## src/rtl/fp_stream_pkg.sv

```systemverilog
// rtl/fp_stream_pkg.sv - shared constants and result entry type for the fp add/sub stream front-end
package fp_stream_pkg;
  localparam int FP_W      = 32;
  localparam int SIGN_BIT  = 31;
  localparam int DEF_TAG_W = 4;

  typedef struct packed {
    logic [FP_W-1:0]      q;
    logic [DEF_TAG_W-1:0] tag;
  } result_t;
endpackage

```

## src/rtl/fp_stream_fifo.sv

```systemverilog
// rtl/fp_stream_fifo.sv - first-word-fall-through FIFO, power-of-2 depth, async active-low reset
module fp_stream_fifo #(
  parameter int DEPTH = 4,
  parameter int WIDTH = 36
) (
  input  logic             clk,
  input  logic             rst_n,
  input  logic             wr_en,
  input  logic [WIDTH-1:0] wr_data,
  input  logic             rd_en,
  output logic [WIDTH-1:0] rd_data,
  output logic             empty
);
  localparam int AW = $clog2(DEPTH);

  logic [WIDTH-1:0] mem_q [DEPTH];
  logic [WIDTH-1:0] mem_d [DEPTH];
  logic [AW-1:0]    wr_ptr_q, wr_ptr_d;
  logic [AW-1:0]    rd_ptr_q, rd_ptr_d;
  logic [AW:0]      cnt_q, cnt_d;
  logic             do_rd;

  assign empty   = (cnt_q == '0);
  assign rd_data = mem_q[rd_ptr_q];
  assign do_rd   = rd_en && !empty;

  always_comb begin
    mem_d    = mem_q;
    wr_ptr_d = wr_ptr_q;
    rd_ptr_d = rd_ptr_q;
    cnt_d    = cnt_q;
    if (wr_en) begin
      mem_d[wr_ptr_q] = wr_data;
      wr_ptr_d        = wr_ptr_q + 1'b1;
    end
    if (do_rd) begin
      rd_ptr_d = rd_ptr_q + 1'b1;
    end
    case ({wr_en, do_rd})
      2'b10:   cnt_d = cnt_q + 1'b1;
      2'b01:   cnt_d = cnt_q - 1'b1;
      default: cnt_d = cnt_q;
    endcase
  end

  // Storage is cleared too so the head reads as zero out of reset.
  always_ff @(posedge clk or negedge rst_n) begin
    if (!rst_n) begin
      for (int i = 0; i < DEPTH; i++) begin
        mem_q[i] <= '0;
      end
      wr_ptr_q <= '0;
      rd_ptr_q <= '0;
      cnt_q    <= '0;
    end else begin
      mem_q    <= mem_d;
      wr_ptr_q <= wr_ptr_d;
      rd_ptr_q <= rd_ptr_d;
      cnt_q    <= cnt_d;
    end
  end
endmodule

```

## src/rtl/fp_add_sub_stream.sv

```systemverilog
// rtl/fp_add_sub_stream.sv - valid/ready wrapper around the fixed-latency fp_add_sub core with credit-sized output FIFO
module fp_add_sub_stream
  import fp_stream_pkg::*;
#(
  parameter int LATENCY    = 3,
  parameter int FIFO_DEPTH = 4,
  parameter int TAG_W      = 4
) (
  input  logic             clk,
  input  logic             areset_n,
  input  logic             in_valid,
  output logic             in_ready,
  input  logic [31:0]      in_a,
  input  logic [31:0]      in_b,
  input  logic             in_op,
  input  logic [TAG_W-1:0] in_tag,
  output logic             out_valid,
  input  logic             out_ready,
  output logic [31:0]      out_q,
  output logic [TAG_W-1:0] out_tag,
  output logic             busy,
  output logic             core_areset,
  output logic [31:0]      core_a,
  output logic [31:0]      core_b,
  input  logic [31:0]      core_q
);
  localparam int OCC_W = $clog2(FIFO_DEPTH + 1);
  // One extra stage covers the core's own sampling of core_a/core_b one edge after accept.
  localparam int DL    = LATENCY + 1;
  localparam int EW    = FP_W + TAG_W;

  logic [1:0]       rst_sync_q, rst_sync_d;
  logic [OCC_W-1:0] occ_q, occ_d;
  logic [FP_W-1:0]  core_a_q, core_a_d;
  logic [FP_W-1:0]  core_b_q, core_b_d;
  logic [DL-1:0]    dl_vld_q, dl_vld_d;
  logic [TAG_W-1:0] dl_tag_q [DL];
  logic [TAG_W-1:0] dl_tag_d [DL];
  logic             accept, pop, fifo_empty, fifo_wr;
  logic [EW-1:0]    fifo_wdata, fifo_rdata;

  assign core_areset = !rst_sync_q[1];
  assign in_ready    = !core_areset && (occ_q < OCC_W'(FIFO_DEPTH));
  assign accept      = in_valid && in_ready;
  assign out_valid   = !fifo_empty;
  assign pop         = out_valid && out_ready;
  assign busy        = (occ_q != '0);
  assign core_a      = core_a_q;
  assign core_b      = core_b_q;
  assign fifo_wr     = dl_vld_q[DL-1];
  assign fifo_wdata  = {core_q, dl_tag_q[DL-1]};
  assign out_q       = fifo_rdata[EW-1:TAG_W];
  assign out_tag     = fifo_rdata[TAG_W-1:0];

  always_comb begin
    rst_sync_d = {rst_sync_q[0], 1'b1};
    core_a_d   = core_a_q;
    core_b_d   = core_b_q;
    if (accept) begin
      core_a_d = in_a;
      core_b_d = {in_b[SIGN_BIT] ^ in_op, in_b[SIGN_BIT-1:0]};
    end
    dl_vld_d    = {dl_vld_q[DL-2:0], accept};
    dl_tag_d[0] = in_tag;
    for (int i = 1; i < DL; i++) begin
      dl_tag_d[i] = dl_tag_q[i-1];
    end
    case ({accept, pop})
      2'b10:   occ_d = occ_q + 1'b1;
      2'b01:   occ_d = occ_q - 1'b1;
      default: occ_d = occ_q;
    endcase
  end

  always_ff @(posedge clk or negedge areset_n) begin
    if (!areset_n) begin
      rst_sync_q <= '0;
      occ_q      <= '0;
      core_a_q   <= '0;
      core_b_q   <= '0;
      dl_vld_q   <= '0;
      for (int i = 0; i < DL; i++) begin
        dl_tag_q[i] <= '0;
      end
    end else begin
      rst_sync_q <= rst_sync_d;
      occ_q      <= occ_d;
      core_a_q   <= core_a_d;
      core_b_q   <= core_b_d;
      dl_vld_q   <= dl_vld_d;
      dl_tag_q   <= dl_tag_d;
    end
  end

  fp_stream_fifo #(
    .DEPTH (FIFO_DEPTH),
    .WIDTH (EW)
  ) u_fifo (
    .clk     (clk),
    .rst_n   (areset_n),
    .wr_en   (fifo_wr),
    .wr_data (fifo_wdata),
    .rd_en   (pop),
    .rd_data (fifo_rdata),
    .empty   (fifo_empty)
  );
endmodule

```

## config.mk

```make
export PLATFORM = sky130hd
export DESIGN_NAME = fp_add_sub_stream
export DESIGN_NICKNAME = d
export VERILOG_FILES = /design/src/rtl/fp_stream_pkg.sv /design/src/rtl/fp_stream_fifo.sv /design/src/rtl/fp_add_sub_stream.sv
export SDC_FILE = /design/constraint.sdc
export NUM_CORES = 1
export LEC_CHECK = 0
export CORE_AREA = 2 2 152 154
export DETAILED_ROUTE_END_ITERATION = 7
export DIE_AREA = 0 0 154 156
export PLACE_DENSITY_LB_ADDON = 0.3
export SYNTH_ARGS = -nofsm -noshare
export SYNTH_HDL_FRONTEND = slang
export SYNTH_SLANG_ARGS = --single-unit
```

## constraint.sdc

```tcl
create_clock -name clk -period 2.3 [get_ports clk]
set_input_delay 0.345 -clock clk [delete_from_list [all_inputs] [get_ports clk]]
set_output_delay 0.345 -clock clk [all_outputs]
set_load 0.02 [all_outputs]
```

==> flow_summary.yaml, run 1 <==
sta:
  finalCritPeriodShare_pct: 98.3
  finalSetupViolations: 0
  tightest_slew_ns: 0.596
  clock_skew_ns: 0.0220
  fin_ws_ns: 0.0380
  maxSlewHeadroom_pct: 60.3
  fin_hold_ws_ns: 0.247
  rsz0062_at_grt: "yes"
  clock.fmax_mhz: 442
  maxSlewViolCount: 0
  hold_viol_final: 0
  period_minus_slack_ns: 2.26
logic_synthesis:
  yosysSeqAreaShare_pct: 60.8
  yosys.area_share.simple_pct: 0.811
  synth_xor_area_share_pct: 0.887
  syn_area_um2: 9880
  synth_edf_count: 0
  synth_mux_area_share_pct: 33.0
  synthFlopType: "dfrtp_1"
  ys_types: 21
  ys_seq_elements: 240
  synth_top_family_by_area: "multiplexers"
  async_flop_share_pct: 100
  postSynthAreaPerCell_um2: 17.7
  syn-num-nets: 672
  yosys_warnings: 0
  synthAdderAreaFrac_pct: 1.17
  synth_cells: 559
  synth-compound-area-share_pct: 0.190
floorplan:
  initial_utilization_pct: 44.2
  die_height_um: 156
  pin_count: 209
  chipWidth_um: 154
  die_area_um2: 24000
  rows: 55
  core_um2: 22400
cts:
  cts.clk_slew.worst_paths_ns: 0.06
  cts_tree: "built"
  cts-root-buf: "clkbuf_16"
  htree_levels: 1
  cts_sinks: 240
  clockBufferDepth: 3
  clkLatencyLatePin_ns: 0.53
  numCtsBuffers: 26
power:
  finalPower_uw: 20100
  switching_share_pct: 32.7
  power_frac_clock_pct: 21.4
  cellInternalPower_uw: 13500
  p_sw_uw: 6570
  pwr_density_cell_nw_per_um2: 1530
  ir_drop_mv: 1.09
  combinationalPowerShare_pct: 42.3
  seqPwrFrac_pct: 36.3
  p_leak_uw: 0.00572
setup_path:
  cp.arrival_ns: 1.92
  crit_end: "out_q[29]"
  critical_path.max_fanout: 7
  r2r_setup_slack_ns: 0.48
  reg2regPathDepth: 7
  timing.rr.start: "u_fifo.cnt_q[0]$_DFFE_PN0P_"
  required_ns: 1.96
  end_kind: "output pin"
  critPathLaunchType: "flip-flop"
  startpoint: "u_fifo.rd_ptr_q[0]$_DFFE_PN0P_"
  r2r-end: "occ_q[2]$_DFFE_PN0P_"
  path_class: "reg2out"
route:
  viasPerCell: 5.09
  first_iter_violations: 260
  drt-wirelength-per-cell_um: 19.7
  drc: 0
  postRouteAntennaNets: 0
  wirelength_um: 21600
  num_vias: 5597
  drt_pass1_iterations: 4
global_route:
  grt_overflow: 0
  grt_pass1_vias: 6427
  grt_max_degree: 78
  antenna_found_initial: 1
  track_usage_pct: 18.5
  grt_pass1_wl_um: 34700
place:
  gp_congestion: 0.760
  hpwl_um: 14300
  io_buffers: 208
  post-place-ws_ns: 0.0566
cells_and_area:
  final_nets: 907
  final_cell_mix: "238 x dfrtp_1, 181 x mux2_2, 169 x clkdlybuf4s50_1, 36 x mux4_2, 31 x buf_2"
  fin_util_pct: 58.7
  final_common_cell: "dfrtp_1"
  syn_to_final_growth_pct: 32.9
  drive_above_1_share_pct: 44.0
run_status:
  outcome: "finished clean"
hold_path:
  holdCritPathClass: "in2reg"
run:
  cap_violations: 0
-- critical path: stages, from the launching register on --
cell     delay (ns)
dfrtp_2        0.43
buf_4          0.17
buf_16         0.14
mux4_2         0.49
buf_2          0.17
-- state kept, by name (all words and copies together), names as in the netlist --
signal and count:
core_a 32, core_b 32, dl_tag_d 12, dl_tag_q 4, dl_vld_q 4, occ_q 3, rst_sync_q 2, u_fifo.cnt_q 3
u_fifo.mem_q 144, u_fifo.rd_ptr_q 2, u_fifo.wr_ptr_q 2
-- worst min-delay path by stage --
stage | start | to | slack [ns] | cells after the start
4_1_cts | in_tag[2] | dl_tag_d[10]$_DFF_PN0_ | 0.22 | 1
3_5_place_dp | dl_tag_d[7]$_DFF_PN0_ | dl_tag_d[3]$_DFF_PN0_ | 0.33 | 0
2_1_floorplan | areset_n | core_a[0]$_DFFE_PN0P_ | 0.05 | 0
5_1_grt | in_tag[1] | dl_tag_d[9]$_DFF_PN0_ | 0.23 | 1
6_report | in_tag[2] | dl_tag_d[10]$_DFF_PN0_ | 0.25 | 1
3_3_place_gp | dl_vld_q[0]$_DFF_PN0_ | dl_vld_q[1]$_DFF_PN0_ | 0.33 | 0
-- metrics by stage --
step                      instances  cell area [um^2]  setup TNS (ns)
after floorplan                 559              9880               0
after global placement         1045             12300               0
after detailed placement       1045             12300               0
after CTS                      1098             13200         -0.0208
after global routing           1100             13100          -0.168
final                          1100             13100               0
-- final cells by class --
type                    instances  area (um^2)
well taps                     285          357
multi-input cells             280         3560
clock inverters                12          154
inverters                      11         41.3
flip-flops and latches        240         6010
repair buffers                235         2240
fillers                      1678         9240
clock buffers                  36          758
diodes                          1         2.50
-- power groups by stage --
stage / Clock (uW) / Sequential (uW) / Combinational (uW)
final: 4310 / 7300 / 8500
after global routing: 4610 / 7550 / 9050
after CTS: 4440 / 7300 / 8860
after detailed placement: 0 / 7330 / 9060
after global placement: 0 / 7160 / 8870
after floorplan: 0 / 7710 / 4830
-- cell families after synthesis --
family	count (synthesis)
mux	245
fa+ha+maj	8
xor+xnor	10
compound gates	3
other cells	1
simple gates	13
buf+inv	39
flops	240
-- Yosys cell counts, types with 3 or more instances --
cell | number | share of area (%)
nand2_2 | 4 | 0.25
nand2_1 | 3 | 0.11
ha_1 | 6 | 0.76
nor2_1 | 3 | 0.11
dfrtp_1 | 240 | 61
mux4_2 | 36 | 8.2
buf_6 | 19 | 2.2
xor2_1 | 6 | 0.53
mux2_2 | 181 | 21
mux2_4 | 26 | 4.0
xnor2_1 | 4 | 0.35
inv_1 | 11 | 0.42
buf_2 | 7 | 0.35
-- layer usage --
metal  share of wire, %  global-route usage, %  up-vias
met1                 39                   21.6     2863
met5                  0                      0        -
met4                2.6                   5.30        0
met3                7.8                   5.83       37
met2                 51                   32.8      203
li1                   -                      -     2494
-- repair_timing --
| action | CTS | global route |
|---|---|---|
| hold endpoints to repair | 71 | 0 |
| buffers inserted | 3 | 1 |
| hold buffers | 1 | 0 |
| endpoints found under the setup margin | 35 | 33 |
| gates resized for setup | 119 | 25 |
| pin swaps | 0 | 0 |
| cloned | 1 | 0 |
Note: power is estimated with default switching activity, not from simulation.
==> run 2: changes to the inputs <==
- CORE_AREA: 2 2 152 154 -> 2 2 171 173
- DIE_AREA: 0 0 154 156 -> 0 0 173 175
==> run 2 against run 1 <==
Effect of this change: via count down 0.66%; utilization down 11 points; die area up 26%; final cell count up 8.9%; clock power up 4%; first-iteration DRC count down 46%; sequential share of layout area down 1.6 points; critical endpoint is now out_q[18]; largest cell class unchanged; largest power group unchanged.
==> flow_summary.yaml, run 2 (synthesis results as in run 1) <==
sta:
  fin_hold_ws_ns: 0.259
  clock_skew_ns: 0.00738
  hold_viol_final: 0
  rsz0062_at_grt: "yes"
  clock.fmax_mhz: 442
  maxSlewViolCount: 0
  finalCritPeriodShare_pct: 98.3
  period_minus_slack_ns: 2.26
  finalSetupViolations: 0
cts:
  cts_sinks: 240
  htree_levels: 1
  cts_tree: "built"
  cts-root-buf: "clkbuf_16"
  numCtsBuffers: 27
  clkLatencyLatePin_ns: 0.52
  cts.clk_slew.worst_paths_ns: 0.06
  clockBufferDepth: 3
floorplan:
  die_area_um2: 30300
  initial_utilization_pct: 34.8
  pin_count: 209
  rows: 62
  chipWidth_um: 173
  die_height_um: 175
  core_um2: 28400
setup_path:
  timing.rr.start: "u_fifo.cnt_q[0]$_DFFE_PN0P_"
  startpoint: "u_fifo.rd_ptr_q[0]$_DFFE_PN0P_"
  r2r_setup_slack_ns: 0.54
  end_kind: "output pin"
  path_class: "reg2out"
  critPathLaunchType: "flip-flop"
  cp.arrival_ns: 1.92
  required_ns: 1.96
  critical_path.max_fanout: 5
cells_and_area:
  antenna_cells: 0
  seq_area_um2: 6010
  largest_reg_flops: 144
  fillCellCount: 2490
  final_common_cell: "dfrtp_1"
  syn_to_final_growth_pct: 37.6
  multi_input_area_um2: 3560
  drive_above_1_share_pct: 44.1
  final_cells: 1198
  final_cell_mix: "238 x dfrtp_1, 181 x mux2_2, 169 x clkdlybuf4s50_1, 36 x mux4_2, 30 x clkbuf_16"
  final_nets: 909
  top_register: "u_fifo.mem_q"
route:
  drt_pass1_iterations: 4
  drc: 0
  first_iter_violations: 140
  drt-wirelength-per-cell_um: 18.3
  wirelength_um: 21900
  viasPerCell: 4.64
  num_vias: 5560
  postRouteAntennaNets: 0
place:
  io_buffers: 208
  place_inst: 1140
  hpwl_um: 13600
  gp_congestion: 0.686
hold_path:
  holdCritPathClass: "in2reg"
  min-delay-start: "in_tag[3]"
global_route:
  grt_pass1_vias: 6266
  track_usage_pct: 14.4
  grt_pass1_wl_um: 34700
  grt_overflow: 0
  grt_max_degree: 67
  antenna_found_initial: 0
run:
  cap_violations: 0
run_status:
  outcome: "finished clean"
power:
  pwr_density_cell_nw_per_um2: 1540
  ir_drop_mv: 0.815
  p_leak_uw: 0.00588
## run 2: critical path, stage by stage (launching register included)
cell and delay [ns]:
dfrtp_2 0.43, buf_6 0.14, clkbuf_16 0.16, mux4_2 0.52, buf_6 0.15
## run 2: area by class of cell
cell class              count  area share [%]
well taps                 384            3.53
flip-flops and latches    240            44.2
multi-input cells         280            26.2
repair buffers            236            18.8
clock inverters             7           0.810
clock buffers              40            6.14
inverters                  11           0.304
## run 2: worst paths after layout
path                                                end  depth (start not counted)
max                                           out_q[18]                          4
max reg2reg                 u_fifo.cnt_q[2]$_DFFE_PN0P_                          7
min in group asynchronous  u_fifo.mem_q[27]$_DFFE_PN0P_                          2
min reg2reg                       dl_tag_d[6]$_DFF_PN0_                          0
max in group asynchronous  u_fifo.mem_q[13]$_DFFE_PN0P_                          3
min                              dl_tag_d[11]$_DFF_PN0_                          1
## run 2: per-stage QoR
stage,total power (uW),cell area (um^2),util [%],setup WS (ns),setup TNS (ns)
CTS,20500,13300,47.0,0.00651,0
finish,21000,13600,47.9,0.0383,0
floorplan,12500,9880,-,0.446,0
global placement,16100,12500,43.9,0.145,0
global route,22100,13600,47.9,-0.0227,-0.296
detailed placement,16200,12500,43.9,0.108,0
## run 2: layer usage
layer	GRT usage (%)	vias to the layer above	share of wire, %
met1	18.1	2848	42
met3	5.96	32	9.4
met5	0	-	0
met2	23.0	187	47
met4	3.71	0	1.9
li1	-	2493	-
## run 2: power by group
group          internal [uW]  total, uW  leakage [uW]  switching (uW)
Clock                   2820       4500      0.000472            1680
Sequential              6220       7220       0.00283             999
Combinational           5320       9230       0.00258            3920
Total                  14400      21000       0.00588            6600
## run 2: what timing repair did
action	CTS	global route
setup endpoints to repair	36	28
hold buffers	1	0
gates resized for setup	147	57
cloned	2	3
hold endpoints to repair	46	0
setup buffers	4	1
==> run 3: changes to the inputs <==
- SKIP_LAST_GASP: not set -> 1
==> run 3 against run 2 <==
Effect of this change: utilization down 0.83 points; worst hold slack about the same; sequential power about the same; count of clock-buffer cells in the layout unchanged; sequential share of layout area up 0.78 points; final cell count down 0.25%; critical path type unchanged; critical endpoint is now out_tag[3].
==> flow_summary.yaml, run 3 (synthesis results as in run 1) <==
cells_and_area:
  top_register: "u_fifo.mem_q"
  fillCellCount: 2520
  syn_to_final_growth_pct: 35.2
  final_common_cell: "dfrtp_1"
  multi_input_area_um2: 3560
  antenna_cells: 0
  seq_area_um2: 6010
  final_cell_mix: "238 x dfrtp_1, 181 x mux2_2, 169 x clkdlybuf4s50_1, 36 x mux4_2, 36 x buf_2"
  drive_above_1_share_pct: 43.9
  final_nets: 906
  largest_reg_flops: 144
hold_path:
  min-delay-start: "in_tag[3]"
  holdCritPathClass: "in2reg"
floorplan:
  die_area_um2: 30300
  chipWidth_um: 173
  initial_utilization_pct: 34.8
  core_um2: 28400
  rows: 62
  pin_count: 209
  die_height_um: 175
route:
  postRouteAntennaNets: 0
  num_vias: 5541
  viasPerCell: 4.64
  first_iter_violations: 158
  drt-wirelength-per-cell_um: 17.9
  drc: 0
  wirelength_um: 21400
  drt_pass1_iterations: 3
place:
  post-place-ws_ns: 0.108
  hpwl_um: 13600
  io_buffers: 208
  gp_congestion: 0.686
cts:
  cts-root-buf: "clkbuf_16"
  cts.clk_slew.worst_paths_ns: 0.06
  cts_sinks: 240
  clkLatencyLatePin_ns: 0.52
  cts_tree: "built"
  numCtsBuffers: 27
  clockBufferDepth: 3
  htree_levels: 1
setup_path:
  critical_path.max_fanout: 10
  timing.rr.start: "u_fifo.cnt_q[0]$_DFFE_PN0P_"
  critPathLaunchType: "flip-flop"
  required_ns: 1.96
  path_class: "reg2out"
  startpoint: "u_fifo.rd_ptr_q[0]$_DFFE_PN0P_"
  end_kind: "output pin"
  cp.arrival_ns: 1.94
global_route:
  grt_overflow: 0
  antenna_found_initial: 0
  grt_pass1_wl_um: 34700
  grt_max_degree: 67
  track_usage_pct: 14.4
  grt_pass1_vias: 6264
sta:
  finalSetupViolations: 0
  rsz0062_at_grt: "yes"
  hold_viol_final: 0
  fin_ws_ns: 0.0149
  finalCritPeriodShare_pct: 99.4
  clock.fmax_mhz: 438
  fin_hold_ws_ns: 0.258
  period_minus_slack_ns: 2.29
  maxSlewViolCount: 0
  clock_skew_ns: 0.00657
power:
  p_leak_uw: 0.00579
  ir_drop_mv: 0.815
  pwr_density_cell_nw_per_um2: 1510
run_status:
  outcome: "finished clean"
run:
  cap_violations: 0
==> run 3: critical path, cell delays in order (launching register included) <==
cell and delay, ns:
dfrtp_2 0.42, buf_4 0.14, buf_12 0.12, buf_16 0.15, mux4_2 0.42, buf_2 0.18
==> run 3: layout make-up <==
class / instances / share of cell area (%)
Clock buffer: 40 / 6.25
Sequential cell: 240 / 45.0
Timing Repair Buffer: 233 / 17.3
Multi-Input combinational cell: 280 / 26.7
Clock inverter: 7 / 0.824
Inverter: 11 / 0.309
Tap cell: 384 / 3.60
==> run 3: final timing paths <==
kind | endpoint | slack, ns | cells after the start
worst max-delay path | out_tag[3] | 0.01 | 5
worst min-delay path | dl_tag_d[11]$_DFF_PN0_ | 0.26 | 1
worst max register to register | u_fifo.cnt_q[2]$_DFFE_PN0P_ | 0.54 | 7
worst min register to register | dl_tag_d[6]$_DFF_PN0_ | 0.35 | 0
max in group asynchronous | u_fifo.mem_q[13]$_DFFE_PN0P_ | 1.27 | 3
min in group asynchronous | u_fifo.mem_q[27]$_DFFE_PN0P_ | 0.34 | 2
==> run 3: power breakdown <==
group | switching (uW) | internal (uW)
clock | 1680 | 2820
combinational | 3770 | 4680
sequential | 984 | 6220
==> run 3: repair_timing <==
item	CTS	global route
hold endpoints to repair	46	0
setup buffers	4	1
gates resized for setup	146	3
hold buffers	1	0
gates cloned	2	0
endpoints found under the setup margin	36	28
==> run 3: metrics by stage <==
step	utilization, %	setup TNS [ns]	total power, uW	instance area (um^2)	cells
3_5_place_dp	43.9	0	16200	12500	1140
2_1_floorplan	-	0	12500	9880	559
6_report	47.0	0	20100	13400	1195
5_1_grt	47.0	-0.428	21300	13400	1195
3_3_place_gp	43.9	0	16100	12500	1140
4_1_cts	47.0	-0.0846	20500	13400	1194
==> run 3: per-layer routing <==
metal	global-route usage (%)	share of wire (%)	vias to the layer above
li1	-	-	2488
met3	5.96	9.6	31
met1	18.1	42	2837
met4	3.71	1.9	0
met2	23.0	46	185
met5	0	0	-
